File: config.mk
export PLATFORM = sky130hd
export DESIGN_NAME = bin_to_bcd_seq
export DESIGN_NICKNAME = d
export VERILOG_FILES = /design/src/rtl/bin_to_bcd_seq.sv
export SDC_FILE = /design/constraint.sdc
export NUM_CORES = 1
export LEC_CHECK = 0
export ABC_CLOCK_PERIOD_IN_PS = 2460
export CAP_MARGIN = 10
export CELL_PAD_IN_SITES_DETAIL_PLACEMENT = 1
export CELL_PAD_IN_SITES_GLOBAL_PLACEMENT = 2
export CORE_MARGIN = 8
export CORE_UTILIZATION = 38
export DETAILED_ROUTE_END_ITERATION = 8
export GPL_TIMING_DRIVEN = 0
export PLACE_DENSITY_LB_ADDON = 0.1
export SYNTH_ARGS = -nofsm -noshare
export SYNTH_HDL_FRONTEND = slang
export SYNTH_SLANG_ARGS = --single-unit
File: constraint.sdc
create_clock -name clk -period 2.46 [get_ports clk]
set_clock_uncertainty 0.2 [all_clocks]
set_input_delay 0.492 -clock clk [delete_from_list [all_inputs] [get_ports clk]]
set_output_delay 0.492 -clock clk [all_outputs]
set_load 0.01 [all_outputs]
File: src/rtl/bin_to_bcd_seq.sv
// -----------------------------------------------------------------------------
// bin_to_bcd_seq
//
// Sequential binary-to-BCD converter for the calculator display path. It
// captures an ALU result on a start strobe and converts it with a double-dabble
// (shift-and-add-3) loop, one binary bit per clock. When sign_mode is set the
// operand is treated as two's complement and shown as sign plus magnitude.
// The BCD result and sign are held stable for the display driver until the
// next conversion completes.
//
// Ports
//   clk        system clock, rising edge
//   rst_n      asynchronous active-low reset
//   start      conversion request, sampled on the rising edge of clk
//   bin_in     WIDTH-bit value to convert (normally the ALU result)
//   sign_mode  1 = interpret bin_in as two's complement (sampled with start)
//   busy       high while the shift-and-add loop is running
//   done       one-cycle pulse: bcd/neg have just been updated
//   bcd        packed BCD result, digit 0 (ones) in [3:0]
//   neg        result sign, 1 = negative
//
// Timing
//   A start accepted at edge E0 runs the loop on edges E1..E16; the last
//   iteration also publishes the result, so done is high for the cycle after
//   E16. A start presented during that DONE cycle is accepted immediately,
//   giving one conversion every WIDTH+1 cycles. Starts during CONV are dropped.
// -----------------------------------------------------------------------------
module bin_to_bcd_seq #(
  parameter int WIDTH  = 16,
  parameter int DIGITS = 5
) (
  input  logic                  clk,
  input  logic                  rst_n,
  input  logic                  start,
  input  logic [WIDTH-1:0]      bin_in,
  input  logic                  sign_mode,
  output logic                  busy,
  output logic                  done,
  output logic [4*DIGITS-1:0]   bcd,
  output logic                  neg
);

  localparam int BW = 4 * DIGITS;
  localparam int CW = (WIDTH > 1) ? $clog2(WIDTH) : 1;
  localparam logic [CW-1:0] LAST_ITER = CW'(WIDTH - 1);

  typedef enum logic [1:0] {
    IDLE = 2'd0,
    CONV = 2'd1,
    DONE = 2'd2
  } state_t;

  // ---------------------------------------------------------------------------
  // State and datapath registers
  // ---------------------------------------------------------------------------
  state_t            state_reg,   state_next;
  logic [CW-1:0]     cnt_reg,     cnt_next;
  logic [BW-1:0]     scratch_reg, scratch_next;
  logic [WIDTH-1:0]  mag_reg,     mag_next;
  logic              sign_reg,    sign_next;
  logic [BW-1:0]     bcd_reg,     bcd_next;
  logic              neg_reg,     neg_next;

  // ---------------------------------------------------------------------------
  // Operand preparation for a new conversion. The magnitude is kept WIDTH bits
  // unsigned: negating the most negative value (e.g. 0x8000) yields the same
  // bit pattern, which read as unsigned is exactly the right magnitude.
  // Zero never has its MSB set, so a negative zero cannot be produced.
  // ---------------------------------------------------------------------------
  logic              load_sign;
  logic [WIDTH-1:0]  load_mag;

  assign load_sign = sign_mode & bin_in[WIDTH-1];
  assign load_mag  = load_sign ? ((~bin_in) + WIDTH'(1)) : bin_in;

  // A start is honoured from IDLE and also from DONE (back-to-back), never
  // while a conversion is running.
  logic accept;
  assign accept = start & ((state_reg == IDLE) | (state_reg == DONE));

  // ---------------------------------------------------------------------------
  // One double-dabble iteration: correct every BCD digit that would overflow
  // past 9 after doubling (>= 5 -> +3), then shift {scratch, magnitude} left.
  // ---------------------------------------------------------------------------
  logic [BW-1:0]     scratch_adj;
  logic [BW-1:0]     scratch_shift;
  logic [WIDTH-1:0]  mag_shift;

  generate
    for (genvar gi = 0; gi < DIGITS; gi++) begin : g_add3
      logic [3:0] digit;
      assign digit = scratch_reg[4*gi +: 4];
      assign scratch_adj[4*gi +: 4] = (digit >= 4'd5) ? (digit + 4'd3) : digit;
    end
  endgenerate

  generate
    if (WIDTH > 1) begin : g_mag_shift_wide
      assign mag_shift = {mag_reg[WIDTH-2:0], 1'b0};
    end else begin : g_mag_shift_narrow
      assign mag_shift = '0;
    end
  endgenerate

  assign scratch_shift = {scratch_adj[BW-2:0], mag_reg[WIDTH-1]};

  // ---------------------------------------------------------------------------
  // State register
  // ---------------------------------------------------------------------------
  always_ff @(posedge clk or negedge rst_n) begin
    if (!rst_n) begin
      state_reg   <= IDLE;
      cnt_reg     <= '0;
      scratch_reg <= '0;
      mag_reg     <= '0;
      sign_reg    <= 1'b0;
      bcd_reg     <= '0;
      neg_reg     <= 1'b0;
    end else begin
      state_reg   <= state_next;
      cnt_reg     <= cnt_next;
      scratch_reg <= scratch_next;
      mag_reg     <= mag_next;
      sign_reg    <= sign_next;
      bcd_reg     <= bcd_next;
      neg_reg     <= neg_next;
    end
  end

  // ---------------------------------------------------------------------------
  // Next-state and datapath logic
  // ---------------------------------------------------------------------------
  always_comb begin
    state_next   = state_reg;
    cnt_next     = cnt_reg;
    scratch_next = scratch_reg;
    mag_next     = mag_reg;
    sign_next    = sign_reg;
    bcd_next     = bcd_reg;
    neg_next     = neg_reg;

    case (state_reg)
      IDLE: begin
        state_next = IDLE;
      end

      CONV: begin
        scratch_next = scratch_shift;
        mag_next     = mag_shift;
        cnt_next     = cnt_reg + CW'(1);
        // The final iteration publishes its own shifted result directly so
        // the display value lands on the same edge that ends the loop.
        if (cnt_reg == LAST_ITER) begin
          bcd_next   = scratch_shift;
          neg_next   = sign_reg;
          cnt_next   = '0;
          state_next = DONE;
        end
      end

      DONE: begin
        state_next = IDLE;
      end

      default: begin
        state_next = IDLE;
      end
    endcase

    // Loading a new operand overrides the idle/done transition; bcd/neg are
    // untouched so the display keeps the previous result during conversion.
    if (accept) begin
      sign_next    = load_sign;
      mag_next     = load_mag;
      scratch_next = '0;
      cnt_next     = '0;
      state_next   = CONV;
    end
  end

  // ---------------------------------------------------------------------------
  // Outputs: all decoded from registers only.
  // ---------------------------------------------------------------------------
  assign busy = (state_reg == CONV);
  assign done = (state_reg == DONE);
  assign bcd  = bcd_reg;
  assign neg  = neg_reg;

endmodule
==> reports/qor.csv <==
stage;metric;value;unit
detailed_routing;vias;2656;
worst_setup_path;cpMaxStageDelayCell;clkdlybuf4s50_1;
worst_setup_path;path_class;flip-flop to primary output;
global_routing;grt-ovfl-total;0;
global_routing;met3_usage;2.66;%
sta;fin_crit_sh;95.3;%
clocking;h-tree-depth;3;
layout;fin_util;47.2;%
power_and_ir_drop;p_clk_share;16.8;%
worst_setup_path;r2r-end;mag_reg[13];
place;place.gp.congestion;0.724;
sta;slew_viol_final;0;
detailed_routing;first_pass_iters;4;
worst_setup_path;crit_path_end;busy;
worst_setup_path;cp_top_family;buffers and inverters;
yosys;synthesis.instances;324;
die;start_util;38.5;%
sta;fmax;0.427;GHz
worst_setup_path;ff2ff_path_depth;6;
sta;setup_viol;0;
worst_setup_path;path_cells;nand2b_2, inv_4, clkdlybuf4s50_1;
run;drv_cap;0;
die;dieWidth;109;um
power_and_ir_drop;power_frac_comb;46.1;%
worst_setup_path;worstSetupStartpoint;state_reg[1];
worst_setup_path;path_depth;3;
detailed_routing;routed_via_density;5.42;
power_and_ir_drop;irDropWorstVdd;0.323;mV
global_routing;grt_use_total;15.4;%
yosys;yosysSeqAreaShare;48.6;%
clocking;cts_tree;built;
global_routing;antenna_found_initial;0;
layout;area_growth;22.5;%
global_routing;use_met1;19.1;%
die;row_count;34;
worst_setup_path;cpPeakStageDelay;0.54;ns
sta;tightest_slew;0.820;ns
worst_setup_path;worst_ep_required_time;1.77;ns
yosys;synth.distinct_cells;36;
detailed_routing;avgRoutedWirePerCell;16.9;um
sta;finalCriticalPeriod;2.34;ns
worst_setup_path;cp.arrival;1.65;ns
worst_setup_path;path_buf_inv;2;
worst_setup_path;endpoint_kind;primary output;
layout;final_common_cell;dfrtp_1;
layout;drive_gt1_share;10.7;%
sta;hold_viol;0;
global_routing;grt_pass1_wl;14300;um
clocking;root_buffer;clkbuf_8;
worst_setup_path;reg2reg_from;state_reg[1];
global_routing;grtUsageMet2;25.7;%
detailed_routing;wl;8260;um
detailed_routing;drtAntennaViolNets;0;
layout;fillCellCount;978;
yosys;synth-seq-cells;64;
worst_setup_path;crit_path_start_kind;flip-flop;
place;dpl.hpwl;5910;um
yosys;syn_avg_cell_area;10.2;um2
clocking;insertion_delay;0.34;ns
clocking;path_clk_slew;0.07;ns
clocking;clkSinkCount;64;
worst_setup_path;regToRegSetupSlack;0.38;ns
detailed_routing;first_iter_violations;72;
die;dieHeight;109;um
sta;rsz0062_at_grt;no;
place;numPortBuffers;42;
min_path;hp-class;primary input to asynchronous set/reset pin;
die;ios;43;
detailed_routing;drc;0;
sta;tns;0;ns
status;status;finished, final reports clean;
power_and_ir_drop;pwr-share-seq;37.1;%
yosys;synth_fp_nets;356;
yosys;yosys_warnings;0;
global_routing;grt_max_degree;65;
global_routing;busiest_layer;met2;
power_and_ir_drop;p_int;3.19;mW
power_and_ir_drop;p_switching;2.01;mW
clocking;cts_made_buffers;9;
power_and_ir_drop;finalPower;5.19;mW
layout;antenna_cells;0;
die;dieArea;0.0119;mm2
sta;slew_headroom;45.3;%
clocking;clockBufferDepth;2;
yosys;mappedNetlistArea;0.00329;mm2
layout;nets;409;
power_and_ir_drop;p_leak;1.76;nW
worst_setup_path;cp_max_fo;6;
power_and_ir_drop;netSwitchingFraction;38.7;%
power_and_ir_drop;power_density;1290;mW/mm2
layout;final_cell_mix;64 x dfrtp_1, 41 x clkdlybuf4s50_1, 30 x a21oi_1;
die;coreArea;0.00855;mm2
global_routing;grt_pass1_vias;2889;
==> how the worst min path moves through the flow <==
| stage | cells after the start | endpoint | start |
|---|---|---|---|
| finish | 1 | scratch_reg[6] | rst_n |
| global route | 1 | scratch_reg[6] | rst_n |
| global placement | 2 | mag_reg[0] | mag_reg[0] |
| CTS | 1 | scratch_reg[6] | rst_n |
| floorplan | 0 | bcd[0] | rst_n |
| detailed placement | 2 | mag_reg[0] | mag_reg[0] |
==> power by group through the flow <==
stage                     Combinational [mW]  Sequential, mW  Clock [mW]
after floorplan                         1.49            1.94           0
after global placement                  2.34            1.93           0
after detailed placement                2.41            1.95           0
after CTS                               2.44            1.93       0.893
after global routing                    2.70            2.01       0.945
final                                   2.39            1.93       0.873
==> logic make-up (layout without fill, tap and decap cells) <==
logic type               Yosys count  in the layout  share of synthesized area [%]
flip-flops                        64             64                           48.6
multiplexers                      21             21                           6.84
AND/OR/NAND/NOR                   90             90                           14.5
buffers and inverters             28             86                           3.87
adder cells (fa/ha/maj)           12             12                           4.56
XOR/XNOR                          13             13                           3.46
AO/OA/AOI/OAI                     96             96                           18.1
==> worst register-to-register path, stage by stage, from the launching register on <==
cell and delay [ns]:
dfrtp_1 0.40, nand2b_2 0.26, inv_4 0.11, buf_4 0.25, clkbuf_1 0.53, nand2_1 0.11
o211ai_1 0.11
==> cell usage after synthesis <==
cell type  count  area share (%)
buf_6          1            0.34
inv_1         13             1.5
nand3_1        7             1.1
mux2i_1        9             2.7
buf_2          3            0.46
dfrtp_1       64              49
o21ai_1        1            0.15
nand2b_1       7             1.3
a22oi_1       14             3.2
nand4_1        3            0.57
nor2_2         1            0.19
nor3b_2        1            0.38
o211a_1        1            0.30
o21ai_0       27             4.1
mux2_2        12             4.1
clkbuf_1       7            0.80
buf_4          3            0.68
a41oi_1        2            0.53
a21o_1         1            0.23
nand2_1       25             2.8
nand3b_1       1            0.23
o211ai_1       7             1.6
nand4b_1       2            0.53
ha_1          12             4.6
inv_2          1            0.11
a21oi_1       30             4.6
xor2_1         1            0.27
a22o_1        11             2.9
nor3_1         7             1.1
a311oi_1       2            0.53
nor4_4         1            0.65
nor3b_1        9             2.1
nor2b_1        2            0.38
nor4_2         2            0.76
xnor2_1       12             3.2
nor2_1        22             2.5
==> metal layers <==
metal  vias up  part of all wire (%)
li1       1273                     -
met1      1333                    46
met2        40                    48
met3        10                   3.6
met4         0                   1.7
met5         -                     0
==> through the flow <==
stage               hold slack, ns  worst slack [ns]  std cells  cell area [um2]
global placement             0.266             -1.55        474             3850
finish                      0.0450             0.115        490             4040
detailed placement           0.282            -0.312        474             3850
global route                 0.109            0.0479        490             4040
floorplan                 -0.00359             0.697        324             3290
CTS                         0.0740            0.0132        490             4030
==> final cells by class <==
type | count | area (um2) | share of cell area (%)
Buffer | 13 | 71.3 | 1.77
Clock buffer | 12 | 135 | 3.35
Tap cell | 108 | 135 | 3.35
Multi-Input combinational cell | 232 | 1570 | 38.8
Inverter | 14 | 55.1 | 1.36
Timing Repair Buffer | 43 | 425 | 10.5
Sequential cell | 64 | 1600 | 39.7
Clock inverter | 4 | 45.0 | 1.12
==> timing repair <==
item                       CTS  global route
resized for setup            1             1
setup buffers                1             0
hold buffers                 0             0
gates cloned                 0             0
hold endpoints to repair     0             0
setup endpoints to repair    1             1
No activity file was read; power rests on OpenSTA's default activity.
